<file path="src/rtl/branch_hazard_ctrl_pkg.sv">
// Shared widths, FSM encoding and a saturating-increment helper for the
// branch/load-use hazard controller.
package branch_hazard_ctrl_pkg;

    localparam int WORD_LEN     = 32;
    localparam int REG_ADDR_LEN = 4;
    localparam int CNT_LEN      = 16;

    typedef enum logic [1:0] {
        ST_RUN      = 2'd0,
        ST_REDIRECT = 2'd1,
        ST_LDSTALL  = 2'd2
    } state_t;

    function automatic logic [CNT_LEN-1:0] sat_inc(input logic [CNT_LEN-1:0] value,
                                                   input logic               en);
        return (en && (value != {CNT_LEN{1'b1}})) ? value + 1'b1 : value;
    endfunction

endpackage

</file>
<file path="src/rtl/branch_hazard_ctrl_if.sv">
// Pipeline-side signals of the hazard controller: EX/ID operands in,
// PC redirect, stall/flush controls and performance counters out.
interface branch_hazard_ctrl_if;
    import branch_hazard_ctrl_pkg::*;

    logic                    br_valid;
    logic                    br_cond;
    logic [WORD_LEN-1:0]     br_target;
    logic                    ex_mem_read;
    logic [REG_ADDR_LEN-1:0] ex_rd;
    logic [REG_ADDR_LEN-1:0] id_rs1;
    logic [REG_ADDR_LEN-1:0] id_rs2;
    logic                    imem_ready;

    logic                    pc_sel;
    logic [WORD_LEN-1:0]     pc_target;
    logic                    stall_pc;
    logic                    stall_ifid;
    logic                    flush_ifid;
    logic                    flush_idex;
    logic [CNT_LEN-1:0]      taken_cnt;
    logic [CNT_LEN-1:0]      stall_cnt;

    modport master (
        output br_valid, br_cond, br_target, ex_mem_read, ex_rd, id_rs1, id_rs2, imem_ready,
        input  pc_sel, pc_target, stall_pc, stall_ifid, flush_ifid, flush_idex,
               taken_cnt, stall_cnt
    );

    modport slave (
        input  br_valid, br_cond, br_target, ex_mem_read, ex_rd, id_rs1, id_rs2, imem_ready,
        output pc_sel, pc_target, stall_pc, stall_ifid, flush_ifid, flush_idex,
               taken_cnt, stall_cnt
    );

endinterface

</file>
<file path="src/rtl/branch_hazard_ctrl_load_use.sv">
// Combinational load-use detector: EX load writing a register ID is about to read.
module load_use_detector
    import branch_hazard_ctrl_pkg::*;
(
    input  logic                    ex_mem_read,
    input  logic [REG_ADDR_LEN-1:0] ex_rd,
    input  logic [REG_ADDR_LEN-1:0] id_rs1,
    input  logic [REG_ADDR_LEN-1:0] id_rs2,
    output logic                    load_use
);

    // x0 is hardwired to zero, so a load targeting it can never create a hazard.
    assign load_use = ex_mem_read && (ex_rd != '0) &&
                      ((ex_rd == id_rs1) || (ex_rd == id_rs2));

endmodule

</file>
<file path="src/rtl/branch_hazard_ctrl.sv">
// Branch redirect and load-use stall controller with saturating perf counters.
//
// state       | meaning
// ST_RUN      | normal flow; act on taken branch or load-use hazard
// ST_REDIRECT | holding redirect to tgt_q until imem accepts the fetch
// ST_LDSTALL  | cycle after a load-use stall; only taken is evaluated
module branch_hazard_ctrl
    import branch_hazard_ctrl_pkg::*;
(
    input  logic                clk,
    input  logic                rst,
    branch_hazard_ctrl_if.slave bus
);

    state_t              state_q, state_d;
    logic [WORD_LEN-1:0] tgt_q, tgt_d;
    logic [CNT_LEN-1:0]  taken_cnt_q;
    logic [CNT_LEN-1:0]  stall_cnt_q;
    logic                taken, load_use;
    logic                taken_inc, stall_inc;
    logic                pc_sel, stall_pc, stall_ifid, flush_ifid, flush_idex;
    logic [WORD_LEN-1:0] pc_target;

    assign taken = bus.br_valid && bus.br_cond;

    load_use_detector u_load_use (
        .ex_mem_read (bus.ex_mem_read),
        .ex_rd       (bus.ex_rd),
        .id_rs1      (bus.id_rs1),
        .id_rs2      (bus.id_rs2),
        .load_use    (load_use)
    );

    always_comb begin
        state_d    = state_q;
        tgt_d      = tgt_q;
        taken_inc  = 1'b0;
        stall_inc  = 1'b0;
        pc_sel     = 1'b0;
        pc_target  = tgt_q;
        stall_pc   = 1'b0;
        stall_ifid = 1'b0;
        flush_ifid = 1'b0;
        flush_idex = 1'b0;
        case (state_q)
            ST_RUN, ST_LDSTALL: begin
                if (taken) begin
                    pc_sel     = 1'b1;
                    pc_target  = bus.br_target;
                    flush_ifid = 1'b1;
                    flush_idex = 1'b1;
                    tgt_d      = bus.br_target;
                    taken_inc  = 1'b1;
                    state_d    = bus.imem_ready ? ST_RUN : ST_REDIRECT;
                end else if ((state_q == ST_RUN) && load_use) begin
                    stall_pc   = 1'b1;
                    stall_ifid = 1'b1;
                    flush_idex = 1'b1;
                    stall_inc  = 1'b1;
                    state_d    = ST_LDSTALL;
                end else begin
                    state_d    = ST_RUN;
                end
            end
            ST_REDIRECT: begin
                // EX was already bubbled on entry; branch and hazard inputs here are stale.
                pc_sel     = 1'b1;
                flush_ifid = 1'b1;
                state_d    = bus.imem_ready ? ST_RUN : ST_REDIRECT;
            end
            default: state_d = ST_RUN;
        endcase
        // Reset masks the combinational outputs so nothing leaks before the first edge.
        if (rst) begin
            pc_sel     = 1'b0;
            pc_target  = '0;
            stall_pc   = 1'b0;
            stall_ifid = 1'b0;
            flush_ifid = 1'b0;
            flush_idex = 1'b0;
        end
    end

    always_ff @(posedge clk) begin
        if (rst) begin
            state_q     <= ST_RUN;
            tgt_q       <= '0;
            taken_cnt_q <= '0;
            stall_cnt_q <= '0;
        end else begin
            state_q     <= state_d;
            tgt_q       <= tgt_d;
            taken_cnt_q <= sat_inc(taken_cnt_q, taken_inc);
            stall_cnt_q <= sat_inc(stall_cnt_q, stall_inc);
        end
    end

    assign bus.pc_sel     = pc_sel;
    assign bus.pc_target  = pc_target;
    assign bus.stall_pc   = stall_pc;
    assign bus.stall_ifid = stall_ifid;
    assign bus.flush_ifid = flush_ifid;
    assign bus.flush_idex = flush_idex;
    assign bus.taken_cnt  = taken_cnt_q;
    assign bus.stall_cnt  = stall_cnt_q;

endmodule

</file>
<file path="src/flat_wrapper.sv">
// flat-port wrapper written by rule: the top's interface ports become plain ports
module branch_hazard_ctrl_flat import branch_hazard_ctrl_pkg::*;
  (clk, rst, bus_br_valid, bus_br_cond, bus_br_target, bus_ex_mem_read, bus_ex_rd, bus_id_rs1, bus_id_rs2, bus_imem_ready, bus_pc_sel, bus_pc_target, bus_stall_pc, bus_stall_ifid, bus_flush_ifid, bus_flush_idex, bus_taken_cnt, bus_stall_cnt);
  branch_hazard_ctrl_if bus_i ();
  input  logic clk;
  input  logic rst;
  input wire logic [$bits(bus_i.br_valid)-1:0] bus_br_valid;
  input wire logic [$bits(bus_i.br_cond)-1:0] bus_br_cond;
  input wire logic [$bits(bus_i.br_target)-1:0] bus_br_target;
  input wire logic [$bits(bus_i.ex_mem_read)-1:0] bus_ex_mem_read;
  input wire logic [$bits(bus_i.ex_rd)-1:0] bus_ex_rd;
  input wire logic [$bits(bus_i.id_rs1)-1:0] bus_id_rs1;
  input wire logic [$bits(bus_i.id_rs2)-1:0] bus_id_rs2;
  input wire logic [$bits(bus_i.imem_ready)-1:0] bus_imem_ready;
  output wire logic [$bits(bus_i.pc_sel)-1:0] bus_pc_sel;
  output wire logic [$bits(bus_i.pc_target)-1:0] bus_pc_target;
  output wire logic [$bits(bus_i.stall_pc)-1:0] bus_stall_pc;
  output wire logic [$bits(bus_i.stall_ifid)-1:0] bus_stall_ifid;
  output wire logic [$bits(bus_i.flush_ifid)-1:0] bus_flush_ifid;
  output wire logic [$bits(bus_i.flush_idex)-1:0] bus_flush_idex;
  output wire logic [$bits(bus_i.taken_cnt)-1:0] bus_taken_cnt;
  output wire logic [$bits(bus_i.stall_cnt)-1:0] bus_stall_cnt;
  assign bus_i.br_valid = bus_br_valid;
  assign bus_i.br_cond = bus_br_cond;
  assign bus_i.br_target = bus_br_target;
  assign bus_i.ex_mem_read = bus_ex_mem_read;
  assign bus_i.ex_rd = bus_ex_rd;
  assign bus_i.id_rs1 = bus_id_rs1;
  assign bus_i.id_rs2 = bus_id_rs2;
  assign bus_i.imem_ready = bus_imem_ready;
  assign bus_pc_sel = bus_i.pc_sel;
  assign bus_pc_target = bus_i.pc_target;
  assign bus_stall_pc = bus_i.stall_pc;
  assign bus_stall_ifid = bus_i.stall_ifid;
  assign bus_flush_ifid = bus_i.flush_ifid;
  assign bus_flush_idex = bus_i.flush_idex;
  assign bus_taken_cnt = bus_i.taken_cnt;
  assign bus_stall_cnt = bus_i.stall_cnt;
  branch_hazard_ctrl u_core (.clk(clk), .rst(rst), .bus(bus_i));
endmodule
</file>
<file path="config.mk">
export PLATFORM = sky130hd
export DESIGN_NAME = branch_hazard_ctrl_flat
export DESIGN_NICKNAME = d
export VERILOG_FILES = /design/src/rtl/branch_hazard_ctrl_pkg.sv /design/src/rtl/branch_hazard_ctrl_if.sv /design/src/rtl/branch_hazard_ctrl_load_use.sv /design/src/rtl/branch_hazard_ctrl.sv /design/src/flat_wrapper.sv
export SDC_FILE = /design/constraint.sdc
export NUM_CORES = 1
export LEC_CHECK = 0
export BUFFER_PORTS_ARGS = -buffer_cell sky130_fd_sc_hd__buf_2
export CAP_MARGIN = 40
export CORE_ASPECT_RATIO = 1.25
export CORE_UTILIZATION = 50
export CTS_BUF_LIST = sky130_fd_sc_hd__clkbuf_8
export CTS_CLUSTER_SIZE = 28
export DETAILED_ROUTE_END_ITERATION = 12
export PLACE_DENSITY = 0.8
export SYNTH_ARGS = -nofsm -noshare
export SYNTH_HDL_FRONTEND = slang
export SYNTH_SLANG_ARGS = --single-unit
</file>
<file path="constraint.sdc">
create_clock -name clk -period 3.2 [get_ports clk]
set_input_delay 0.32 -clock clk [delete_from_list [all_inputs] [get_ports clk]]
set_output_delay 0.32 -clock clk [all_outputs]
set_load 0.02 [all_outputs]
</file>
* Word-level counts from Yosys, hierarchy flattened
Index checks and enable logic that the tools add are counted.
Word-level totals: bits in registers 66, latch bits 0, bits in writable memories 0, ROM bits 0, input bits 50, output and inout port bits 69, word-level logic and storage cells 40, memories kept 0
Operators by class: add/sub/neg operators 2, $mul 0, div/mod/pow operators 0, order comparisons 0, equal/unequal tests 6, shift-type cells 0, multiplexer cells 18, bitwise logic cells 0, reduce and logical (&&, ||, !) cells 10
Operator list (number):
- 2-to-1 mux 32 bit | 3
- adder 16 x 1 -> 16 bit, second input constant | 2
- != test 16 bit, second input constant | 2
- 2-to-1 mux 1 bit | 11
- equality test 4 bit | 2
- logical AND 1 bit | 6
- 2-to-1 mux 2 bit | 2
- one-hot mux 2 bit (2 select lines) | 1
- nonzero test 4 bit | 1
- equality test 2 x 1 -> 1 bit, second input constant | 1
- equality test 2 bit, second input constant | 1
- zero test 2 bit | 1
- one-hot mux 1 bit (2 select lines) | 1
- OR reduction 2 bit | 1
- logical OR 1 bit | 1

* Logic depth before layout (Yosys ltp)
depth in word-level cells 8, depth in mapped cells 7, gate-level depth less buffers 6

* Hierarchy
A second synthesis with hierarchy kept.
Unflattened totals: cell total of the unflattened synthesis 356, area, all modules 2921.6 µm²
By module, submodules not included:
- branch_hazard_ctrl | times used 1, cells an instance 344, area an instance 2825.2 µm², sequential area each 1321.3 µm²
- load_use_detector | times used 1, cells an instance 12, area an instance 96.3 µm², sequential area each 0.0 µm²

* Worst setup path after synthesis
No wires, ideal clock.
kind input to output, from input port bus_br_valid, to output port bus_stall_pc, arrival time 1.753 ns, required time 2.880 ns, setup slack 1.127 ns, stages 7, path buffers 3, path through a21oi_1 -> nor4bb_1 -> a21bo_2 -> buf_6 -> clkbuf_1 -> nor2_1 -> buf_4
On the way: word-level cells in the longest chain between the ends 4
RTL lines:
- start: declaration | RTL line flat_wrapper.sv:7 | input wire logic [$bits(bus_i.br_valid)-1:0] bus_br_valid;
- logical AND 1 bit | RTL line branch_hazard_ctrl.sv:24 | assign taken = bus.br_valid && bus.br_cond;
- 2-to-1 mux 1 bit (3 in a row)
- end: declaration | RTL line flat_wrapper.sv:17 | output wire logic [$bits(bus_i.stall_pc)-1:0] bus_stall_pc;
No other way between the ends.

* Final worst setup path
from register u_core.state_q[0], to output port bus_stall_pc
On the way: word-level cells in the longest chain between the ends 6, elaborated cells on any way between the ends 8, those cells by class eq/ne: 1; mux: 4; reduce/logical: 3
RTL lines:
- start: declaration | RTL line branch_hazard_ctrl.sv:15 | state_t state_q, state_d;
- start signal: assignment | RTL line branch_hazard_ctrl.sv:91 | state_q <= state_d;
- zero test 2 bit | RTL line branch_hazard_ctrl.sv:45, branch_hazard_ctrl.sv:55
- logical AND 1 bit | RTL line branch_hazard_ctrl.sv:55 | end else if ((state_q == ST_RUN) && load_use) begin
- 2-to-1 mux 1 bit | RTL line branch_hazard_ctrl.sv:55
- 2-to-1 mux 1 bit | RTL line branch_hazard_ctrl.sv:47 | if (taken) begin
- 2-to-1 mux 1 bit * | RTL line branch_hazard_ctrl.sv:45 | case (state_q)
- 2-to-1 mux 1 bit * | RTL line branch_hazard_ctrl.sv:74 | if (rst) begin
Mark *: on every way between the ends. The rest lies on a longest branch, timed or not.

==> results.sh <==
export IMPL_rsz0062_at_grt="no"
export IMPL_fin_skew_ps=8.44
export IMPL_start_util_pct=52.6
export IMPL_cts_reportedPaths_clkPinSlew_ps=70
export IMPL_p_sw_share_pct=24.0
export IMPL_synth_cells=355
export IMPL_setup_viol=0
export IMPL_crit_type="flip-flop to output port"
export IMPL_p_leak_nw=1.65
export IMPL_worstPathArrival_ps=1800
export IMPL_grt_pass1_vias=2608
export IMPL_syn_cell_area_sq_mm=0.00290
export IMPL_cts_made_buffers=9
export IMPL_drive_gt1_share_pct=30.5
export IMPL_cts_tree="built"
export IMPL_internal_power_mw=1.36
export IMPL_pwr_share_seq_pct=47.4
export IMPL_syn_area_per_cell_sq_um=8.18
export IMPL_synth_edf_count=0
export IMPL_layout_setup_ws_ps=1080
export IMPL_vias=2955
export IMPL_grt_pass1_wl_um=11000
export IMPL_cts_sinks=66
export IMPL_grt_max_degree=36
export IMPL_drcViolationCount=0
export IMPL_ys_seq_area_share_pct=45.5
export IMPL_nets=520
export IMPL_yosys_cell_types_count=45
export IMPL_slew_headroom_pct=66.5
export IMPL_cp_slowest_cell="a21bo_2"
export IMPL_post_dp_hpwl_um=4960
export IMPL_crit_path_cell_trace="a21oi_1 -> nor4bb_1 -> a21bo_2 -> nor2_1 -> buf_2"
export IMPL_p_sw_mw=0.431
export IMPL_io_pins=119
export IMPL_diodes=0
export IMPL_crit_fanout=30
export IMPL_grt_ovfl_total=0
export IMPL_ant_nets=0
export IMPL_gp_congestion=0.812
export IMPL_drtIter0Drc=157
export IMPL_worst_slew_pin_slew_ps=501
export IMPL_drv_slew=0
export IMPL_io_buffers=118
export IMPL_setup_tns_final_ps=0
export IMPL_async_flop_share_pct=0
export IMPL_finalWirelength_um=6980
export IMPL_critPathBufInv=1
export IMPL_ir_worst_vdd_mv=0.295
export IMPL_period_minus_slack_ps=2120
export IMPL_post_drt_wl_per_cell_um=13.0
export IMPL_coreArea_sq_mm=0.00552
export IMPL_cts_buffer_depth=2
export IMPL_cp_top_family="compound AO/OA/AOI/OAI gates"
export IMPL_comb_power_share_pct=9.8
export IMPL_ff2ff_setup_slack_ps=1210
export IMPL_die_w_um=70.2
export IMPL_antenna_found_initial=0
export IMPL_fin_crit_sh_pct=66.2
export IMPL_powerDensity_mw_per_mm2=481
export IMPL_rows=30
export IMPL_ctsResizeCount=0
export IMPL_status="complete, no violations"
export IMPL_pre_cts_ws_ps=1170
export IMPL_end_kind="output port"
export IMPL_post_cts_buffers=0
export IMPL_root_buffer="clkbuf_8"
export IMPL_syn_nets=407
export IMPL_yosysWarnings=0
export IMPL_first_pass_iters=4
export IMPL_viasPerCell=5.51
export IMPL_hold_viol=0
export IMPL_clock_latency_ps=340
export IMPL_htree_levels=3
export IMPL_area_delta_synth_final_pct=28.6
export IMPL_critical_path_startpoint_type="flip-flop"
export IMPL_cts_hold_buffers=0
export IMPL_die_area_sq_mm=0.00612
export IMPL_max_freq_mhz=472
export IMPL_die_h_um=87.2
export IMPL_crit_required_ps=2880
export IMPL_synth_flop_cell="dfxtp_1"
export IMPL_grt_usage_pct=22.5
export IMPL_hold_path_class="input port to flip-flop"
export IMPL_cp_slowest_stage_delay_ps=410
export IMPL_ys_ff_latch=66
export IMPL_p_clk_share_pct=42.9
export IMPL_max_cap_violations=0
export IMPL_nFillCells=457
[layer usage]
| metal | global-route usage, % | vias to the layer above | part of all wire, % | wire length [um] |
|---|---|---|---|---|
| li1 | - | 1470 | - | - |
| met1 | 25.3 | 1385 | 42 | 2920 |
| met2 | 40.5 | 86 | 52 | 3610 |
| met3 | 4.05 | 14 | 4.5 | 314 |
| met4 | 11.6 | 0 | 2.0 | 140 |
| met5 | 0 | - | 0 | 0 |
[power by group through the flow]
stage	clock, mW	combinational, mW	sequential, mW
CTS	0.776	0.177	0.851
global route	0.810	0.193	0.852
floorplan	0	0.104	0.871
global placement	0	0.173	0.869
finish	0.770	0.175	0.851
detailed placement	0	0.176	0.870
[final cells by class]
class | instances | area (sq um) | area share [%]
timing repair buffer | 123 | 628 | 16.8
sequential | 66 | 1320 | 35.4
multi-input combinational | 266 | 1480 | 39.7
clock buffer | 10 | 138 | 3.69
inverter | 2 | 7.51 | 0.201
clock inverter | 5 | 78.8 | 2.11
tap | 64 | 80.1 | 2.14
[metrics by stage]
step	std cells	utilization (%)	total power [mW]	area, sq um	hold slack [ps]
2_1_floorplan	355	-	0.975	2900	392
3_3_place_gp	521	63.8	1.04	3520	442
3_5_place_dp	521	63.8	1.05	3520	447
4_1_cts	536	67.7	1.80	3730	150
5_1_grt	536	67.7	1.86	3730	170
6_report	536	67.7	1.80	3730	161
[registers in the layout (all words and copies together), names as in the netlist]
name                  cells
u_core.tgt_q             32
u_core.bus.stall_cnt     16
u_core.bus.taken_cnt     16
u_core.state_q            2
[Yosys cell counts (2+ instances only)]
cell      number  area share, %
buf_1          3           0.39
dfxtp_1       66             45
mux2_2         3            1.2
and2_1         4           0.86
xor2_1         9            2.7
o31ai_1        7            1.8
and4_1         4            1.2
nor4_1         2           0.43
nor2b_1        6            1.3
mux2i_1        2           0.69
or4_1          6            1.6
ha_1           2           0.86
nand4_1       11            2.4
o21ai_0        7            1.2
nand2_1       76            9.8
a31oi_1        3           0.65
inv_1          2           0.26
o211ai_1       2           0.52
or3_1          5            1.1
nand3_1        8            1.4
buf_2          2           0.34
nand4b_1       2           0.60
clkbuf_1      13            1.7
a21oi_1       47            8.1
and3_1         6            1.3
xnor2_1        8            2.4
nor3_1         8            1.4
nor2_1        23            3.0
buf_4          2           0.52
[path summary, 6_finish.rpt]
path / startpoint / to / depth (start not counted)
min reg2reg: u_core.tgt_q[16]$_DFF_P_ / u_core.tgt_q[16]$_DFF_P_ / 2
min: bus_imem_ready / u_core.state_q[0]$_SDFF_PP0_ / 2
max reg2reg: u_core.bus.stall_cnt[0]$_SDFFE_PP0P_ / u_core.bus.stall_cnt[6]$_SDFFE_PP0P_ / 6
max: u_core.state_q[0]$_SDFF_PP0_ / bus_stall_pc / 5
[cells in the final DEF, fill, tap and decap left out, drive strengths merged, types with 2 or more instances in the layout]
master and instances:
buf 123, nand2 76, dfxtp 66, a21oi 47, nor2 23, nand4 11, clkbuf 10, xor2 9
xnor2 8, nand3 8, nor3 8, o21ai 7, o31ai 7, and3 6, nor2b 6, or4 6
or3 5, and4 4, and2 4, mux2 4, a31oi 3, clkinv 3, inv 2, nor4 2
nand4b 2, o211ai 2, mux2i 2, ha 2, bufinv 2
[cells by family after synthesis]
family	synth area share, %
flip-flops	45.5
adder cells (fa/ha/maj)	0.862
buffers and inverters	3.58
AND/OR/NAND/NOR	27.9
AO/OA/AOI/OAI	14.8
XOR/XNOR	5.13
multiplexers	2.24
No activity file was read; power rests on OpenSTA's default activity.
